<file path="config.mk">
export PLATFORM = sky130hd
export DESIGN_NAME = dcache_miss_controller
export DESIGN_NICKNAME = d
export VERILOG_FILES = /design/src/rtl/dcache_miss_controller.sv
export SDC_FILE = /design/constraint.sdc
export NUM_CORES = 1
export LEC_CHECK = 0
export ABC_CLOCK_PERIOD_IN_PS = 29900
export BUFFER_PORTS_ARGS = -buffer_cell sky130_fd_sc_hd__buf_4
export CORE_AREA = 2 2 471 473
export DETAILED_ROUTE_END_ITERATION = 8
export DIE_AREA = 0 0 473 475
export GPL_ROUTABILITY_DRIVEN = 0
export GPL_TIMING_DRIVEN = 0
export HOLD_SLACK_MARGIN = 0.05
export PLACE_DENSITY = 0.3
export SYNTH_ARGS = -nofsm -noshare
export SYNTH_HDL_FRONTEND = slang
export SYNTH_SLANG_ARGS = --single-unit
</file>
<file path="constraint.sdc">
create_clock -name clk -period 29.9 [get_ports clk]
set_input_delay 1.495 -clock clk [delete_from_list [all_inputs] [get_ports clk]]
set_output_delay 1.495 -clock clk [all_outputs]
set_load 0.05 [all_outputs]
</file>
<file path="src/rtl/dcache_miss_controller.sv">
// Miss sequencer for the 2-way write-back data cache.
// It stalls the pipeline on a miss and refills the line from data memory.
// It replays the access into the cache with the fetched line on refill_data.
// When the cache reports a dirty victim, it writes that victim back and then
// installs the line a second time.
// This block owns the only data-memory port.
module dcache_miss_controller #(
  parameter int ADDR_WIDTH  = 32,
  parameter int LINE_WIDTH  = 256,
  parameter int OFFSET_BITS = 5,
  parameter int CNT_WIDTH   = 32
) (
  input  logic                  clk,
  input  logic                  reset,
  input  logic                  cpu_read,
  input  logic                  cpu_write,
  input  logic [ADDR_WIDTH-1:0] cpu_address,
  input  logic                  cache_hit,
  input  logic                  cache_flush_done,
  input  logic [ADDR_WIDTH-1:0] cache_flush_address,
  input  logic [LINE_WIDTH-1:0] cache_flush_data,
  output logic                  cache_read_enable,
  output logic                  cache_write_enable,
  output logic [LINE_WIDTH-1:0] refill_data,
  output logic                  stall,
  output logic                  mem_req,
  output logic                  mem_write,
  output logic [ADDR_WIDTH-1:0] mem_addr,
  output logic [LINE_WIDTH-1:0] mem_wdata,
  input  logic                  mem_ready,
  input  logic [LINE_WIDTH-1:0] mem_rdata,
  output logic [CNT_WIDTH-1:0]  miss_count,
  output logic [CNT_WIDTH-1:0]  writeback_count
);

  typedef enum logic [2:0] {
    S_IDLE,
    S_REFILL,
    S_INSTALL,
    S_CHECK,
    S_WRITEBACK
  } state_t;

  localparam logic [CNT_WIDTH-1:0] CNT_MAX = {CNT_WIDTH{1'b1}};
  localparam logic [CNT_WIDTH-1:0] CNT_ONE = {{(CNT_WIDTH-1){1'b0}}, 1'b1};

  state_t                state_q, state_d;
  logic                  is_wr_q, is_wr_d;
  logic                  mem_req_q, mem_req_d;
  logic                  mem_write_q, mem_write_d;
  logic [ADDR_WIDTH-1:0] mem_addr_q, mem_addr_d;
  logic [LINE_WIDTH-1:0] mem_wdata_q, mem_wdata_d;
  logic [LINE_WIDTH-1:0] refill_data_q, refill_data_d;
  logic [CNT_WIDTH-1:0]  miss_count_q, miss_count_d;
  logic [CNT_WIDTH-1:0]  wb_count_q, wb_count_d;

  logic                  op;
  logic                  is_wr;
  logic [ADDR_WIDTH-1:0] line_addr;

  // Decode the request: a load wins when read and write are both high.
  assign op        = cpu_read | cpu_write;
  assign is_wr     = cpu_write & ~cpu_read;
  assign line_addr = {cpu_address[ADDR_WIDTH-1:OFFSET_BITS], {OFFSET_BITS{1'b0}}};

  // Next-state, register next values and the combinational cache/pipeline strobes.
  always_comb begin
    // NOTE: every signal gets a default first, so no path through the case leaves one unassigned and no latch is inferred.
    state_d            = state_q;
    is_wr_d            = is_wr_q;
    mem_req_d          = mem_req_q;
    mem_write_d        = mem_write_q;
    mem_addr_d         = mem_addr_q;
    mem_wdata_d        = mem_wdata_q;
    refill_data_d      = refill_data_q;
    miss_count_d       = miss_count_q;
    wb_count_d         = wb_count_q;
    cache_read_enable  = 1'b0;
    cache_write_enable = 1'b0;
    stall              = 1'b0;

    case (state_q)
      S_IDLE: begin
        if (op) begin
          if (cache_hit) begin
            cache_read_enable  = cpu_read;
            cache_write_enable = is_wr;
          end else begin
            stall       = 1'b1;
            is_wr_d     = is_wr;
            mem_req_d   = 1'b1;
            mem_write_d = 1'b0;
            mem_addr_d  = line_addr;
            if (miss_count_q != CNT_MAX) miss_count_d = miss_count_q + CNT_ONE;
            state_d     = S_REFILL;
          end
        end
      end

      S_REFILL: begin
        stall = 1'b1;
        if (mem_ready) begin
          refill_data_d = mem_rdata;
          mem_req_d     = 1'b0;
          state_d       = S_INSTALL;
        end
      end

      // Replays the latched access into the cache with refill_data.
      S_INSTALL: begin
        stall              = 1'b1;
        cache_read_enable  = ~is_wr_q;
        cache_write_enable = is_wr_q;
        state_d            = S_CHECK;
      end

      // The cache registers its victim report, so it is only valid here.
      S_CHECK: begin
        stall = 1'b1;
        if (!cache_flush_done) begin
          mem_req_d   = 1'b1;
          mem_write_d = 1'b1;
          mem_addr_d  = cache_flush_address;
          mem_wdata_d = cache_flush_data;
          state_d     = S_WRITEBACK;
        end else begin
          state_d = S_IDLE;
        end
      end

      // After the victim is written back, the line is installed again.
      S_WRITEBACK: begin
        stall = 1'b1;
        if (mem_ready) begin
          mem_req_d   = 1'b0;
          mem_write_d = 1'b0;
          if (wb_count_q != CNT_MAX) wb_count_d = wb_count_q + CNT_ONE;
          state_d     = S_INSTALL;
        end
      end

      default: state_d = S_IDLE;
    endcase
  end

  // State and datapath registers; an asynchronous reset aborts any transaction.
  always_ff @(posedge clk or posedge reset) begin
    if (reset) begin
      state_q       <= S_IDLE;
      is_wr_q       <= 1'b0;
      mem_req_q     <= 1'b0;
      mem_write_q   <= 1'b0;
      mem_addr_q    <= '0;
      mem_wdata_q   <= '0;
      refill_data_q <= '0;
      miss_count_q  <= '0;
      wb_count_q    <= '0;
    end else begin
      // NOTE: non-blocking assignments let all registers update together from pre-edge values.
      state_q       <= state_d;
      is_wr_q       <= is_wr_d;
      mem_req_q     <= mem_req_d;
      mem_write_q   <= mem_write_d;
      mem_addr_q    <= mem_addr_d;
      mem_wdata_q   <= mem_wdata_d;
      refill_data_q <= refill_data_d;
      miss_count_q  <= miss_count_d;
      wb_count_q    <= wb_count_d;
    end
  end

  assign refill_data     = refill_data_q;
  assign mem_req         = mem_req_q;
  assign mem_write       = mem_write_q;
  assign mem_addr        = mem_addr_q;
  assign mem_wdata       = mem_wdata_q;
  assign miss_count      = miss_count_q;
  assign writeback_count = wb_count_q;

endmodule

</file>
==> Word level (Yosys, flattened, before mapping) <==
Index checks and enable logic that the tools add are counted.
{ "totals": {"input_bits": 583, "output_inout_bits": 613, "register_bits": 614} }
{ "classes": {"add_sub_neg": 2, "n_bitwise": 6, "n_mux": 26, "reduce_logical": 15, "n_eq_ne": 11} }
{ "op_table": {"columns": ["operator", "count"], "rows": [
  ["$mux 32", 3],
  ["$add 32x1->32 const B", 2],
  ["$ne 32x32->1 const B", 2],
  ["$pmux 32 s2", 1],
  ["$mux 1", 12],
  ["$mux 3", 4],
  ["$pmux 3 s4", 1],
  ["$reduce_and 5->1", 2],
  ["$reduce_and 3->1", 3],
  ["$ne 2x2->1 const B", 4],
  ["$reduce_and 4->1", 2],
  ["$eq 3x2->1 const B", 2],
  ["$pmux 1 s2", 3],
  ["$pmux 1 s3", 2],
  ["$reduce_bool 3->1", 2],
  ["$not 1->1", 4],
  ["$reduce_and 2->1", 2],
  ["$reduce_or 4->1", 1],
  ["$eq 3x1->1 const B", 1],
  ["$eq 3x3->1 const B", 1],
  ["$logic_not 3->1", 1],
  ["$ne 2x1->1 const B", 1],
  ["$reduce_bool 2->1", 1],
  ["$reduce_or 2->1", 1],
  ["other kinds (2)", 2]
]} }

==> Logic depth before layout (Yosys ltp) <==
{ "logic_depth": {"ltp_word": 5, "mapped_depth": 8} }

==> Worst setup path before layout <==
Ideal clock, no wire load.
{ "synth_timing": {"path_kind": "input to output", "start": "in cache_hit", "end": "out cache_read_enable", "required_time_ns": 28.405, "stages": 3, "path_slack_ns": 25.580, "arrival_ns": 2.825, "path_cell_list": "nand2_1 > mux2_2 > nor3_1"} }
{ "synth_between": {"elab_chain_cells": 3} }
{ "synth_rtl": {"columns": ["item", "line", "rtl"], "rows": [
  ["from (decl)", "18", "input logic cache_hit,"],
  ["$mux 1", "85", "if (cache_hit) begin"],
  ["$mux 1", "84", "if (op) begin"],
  ["$pmux 1 s2", "82", "case (state_q)"],
  ["to (decl)", "22", "output logic cache_read_enable,"]
]} }
No other way between the ends.

==> Final worst setup path <==
{ "layout_timing": {"start": "in cpu_read", "end": "out stall"} }
{ "layout_between": {"elab_chain_cells": 3} }
{ "layout_rtl": {"columns": ["item", "line", "rtl"], "rows": [
  ["from (decl)", "15", "input logic cpu_read,"],
  ["$or 1x1->1", "62", "assign op = cpu_read | cpu_write;"],
  ["$mux 1", "84", null],
  ["$pmux 1 s2", "82", null],
  ["to (decl)", "25", "output logic stall,"]
]} }
No other way between the ends.

==> impl_metrics.toml <==
[route]
wl_met2_um = 68800
vias = 18400
wirelength_um = 146000
wirelength_met1_um = 53700
drc = 0
top_layer = "met5"
drtPass1Iterations = 6
wl_per_cell_um = 25.1
wl_met3_um = 19000
ant_nets = 0
drt_iter0_markers = 611
vias_per_cell = 3.16

[clock_tree]
cts_hold_buf = 0
clk_pin_slew_worst_paths_ns = 0.06
cts-root-buf = "clkbuf_16"
cts_resized = 0
postCtsSetupBuffers = 0
clk_path_buf_depth = 3
cts_tree = "done"
cts_num_sinks = 614
cts_made_buffers = 87
htreeDepth = 3
clk_latency_ns = 0.72

[worst_setup_path]
start_kind = "input pin"
reg2regPathDepth = 8
worstReg2RegStart = "state_q[0]"
r2r-end = "mem_addr[15]"
cp.required_ns = 28.41
r2r_slack_ns = 26.49
critPathKind = "in2out"
critPathMaxFanout = 5
critPathArrivalTime_ns = 2.74
worst_setup_path_end_kind = "primary output"

[sta]
layout_min_cycle_time_ns = 4.24
hold_viol = 0
setup_tns_ns = 0
worst_slew_pin_slew_ns = 1.21
clock_skew_ns = 0.0307
finalSetupViolations = 0
slew_viol_final = 0
slew-limit-headroom_pct = 19.1
rsz0062_at_grt = "false"
final.period_utilization_pct = 14.2
max_freq_ghz = 0.236

[power_and_ir_drop]
p_leak_uw = 0.0178
vdd_drop_max_uv = 61.7
p_per_area_nw_per_um2 = 140

[final_layout]
layoutNonFillerInstCount = 5822
syn_to_final_growth_pct = 65.6
layout-drive-gt1-share_pct = 65.6
final_nets = 3451
final_cell_mix = "buf_4, dfrtp_1, mux2_2"
layout_commonest_cell = "buf_4"
final_util_pct = 18.0

[die]
rows = 172
dieArea_um2 = 225000
start_util_pct = 10.9
design.portCount = 1196
chipHeight_um = 475
die_w_um = 473
core_um2 = 219000

[synth]
synthesis.area_um2 = 23800
yosysWarnings = 0
synthFlopType = "dfrtp_1"
synth_seq_cells = 614
syn_inst = 1580
synthesis.nets = 2165
synth_cell_type_count = 51
synthArstFlopShare_pct = 100
synth.avg_cell_area_um2 = 15.1
seq_area_frac_synth_pct = 64.5
synth-edff-count = 0

[placement]
hpwl_um = 121000
dp.cells = 5648
portBuffers = 1190

[hold_path]
worstHoldPathCells = 1
hold_path_class = "reg2reg"
hold_end = "miss_count[23]"
worstHoldStart = "miss_count[23]"

[grt]
grt_pass1_wl_um = 190000
grt_usage_pct = 12.6
first_global_vias = 20100
grt_overflow = 0
antenna_found_initial = 50
grt_max_degree = 100

[run]
maxCapViolCount = 0

[run_status]
status = "finished, final reports clean"
==> sequential cells by signal, indices dropped and copies added, names as in the netlist, 3 cells and up <==
register,count
mem_wdata,256
refill_data,256
mem_addr,32
miss_count,32
writeback_count,32
state_q,3
==> cells in the mapped netlist (2+ instances only) <==
cell type    n  area (um2)
inv_1       13        48.8
nand2_1     80         300
nor3_1      12        60.1
o21ai_0      9        45.0
xor2_1      21         184
buf_1        2        7.51
nor4_2       2        25.0
and4_1      15         131
a21oi_1      5        25.0
and2_1       2        12.5
xnor2_1     39         342
ha_1         2        25.0
and3_1      13        81.3
nand4_1     20         125
buf_6        2        22.5
nand4b_1     2        17.5
nor2b_1      4        25.0
clkbuf_1    13        48.8
buf_2       59         295
a31oi_1     27         169
nand4_2      2        25.0
dfrtp_1    614       15400
nand3b_1     2        15.0
o311ai_2     2        32.5
nor2_1      49         184
mux2_2     516        5810
nand3_1     29         145
==> layout make-up <==
| type | instances | area (um2) |
|---|---|---|
| antenna | 19 | 47.5 |
| buffer | 76 | 374 |
| clock buffer | 128 | 2510 |
| clock inverter | 27 | 362 |
| fill | 24300 | 180000 |
| inverter | 13 | 56.3 |
| multi-input combinational | 877 | 8050 |
| sequential | 614 | 15400 |
| tap | 2871 | 3590 |
| timing repair buffer | 1197 | 9110 |
==> report_power, final <==
part | internal, uW | switching (uW) | leakage [uW] | total [uW]
sequential | 1220 | 232 | 0.00741 | 1450
clock | 619 | 443 | 0.00139 | 1060
combinational | 921 | 2080 | 0.00904 | 3010
==> per-stage QoR <==
step | setup slack (ns) | instance area (um2) | total power, uW | hold slack [ns]
2_1_floorplan | 11.21 | 23800 | 3320 | 0.499
3_3_place_gp | -0.803 | 36400 | 4550 | 0.491
3_5_place_dp | 24.86 | 36600 | 4540 | 0.494
4_1_cts | 25.62 | 39400 | 5660 | 0.506
5_1_grt | 25.55 | 39400 | 5800 | 0.520
6_report | 25.66 | 39500 | 5520 | 0.501
==> cells by family after synthesis <==
family | count (synthesis) | share of synthesized area [%]
compound gates | 55 | 1.64
xor+xnor | 60 | 2.20
fa+ha+maj | 2 | 0.105
buf+inv | 89 | 1.77
flops | 614 | 64.5
mux | 516 | 24.4
simple gates | 244 | 5.44
==> critical path, cell delays in order <==
cell and delay, ns:
buf_4 0.13, o21ba_2 0.21, nor3_1 0.56, a21oi_1 0.09, buf_4 0.24
==> layer usage <==
layer,up-vias,GRT usage (%)
met1,9156,13.5
li1,8213,-
met2,827,20.5
met4,34,3.84
met3,180,7.53
met5,-,0
==> worst max-delay path by stage <==
stage                             to  cells after the start       from  slack (ns)
floorplan                    is_wr_q                      1      reset       11.21
global placement    refill_data[171]                      2      reset       -0.80
detailed placement      mem_addr[15]                      8  cache_hit       24.86
CTS                            stall                      5   cpu_read       25.62
global route                   stall                      5   cpu_read       25.55
finish                         stall                      5   cpu_read       25.66
(Power assumes the default switching activity.)
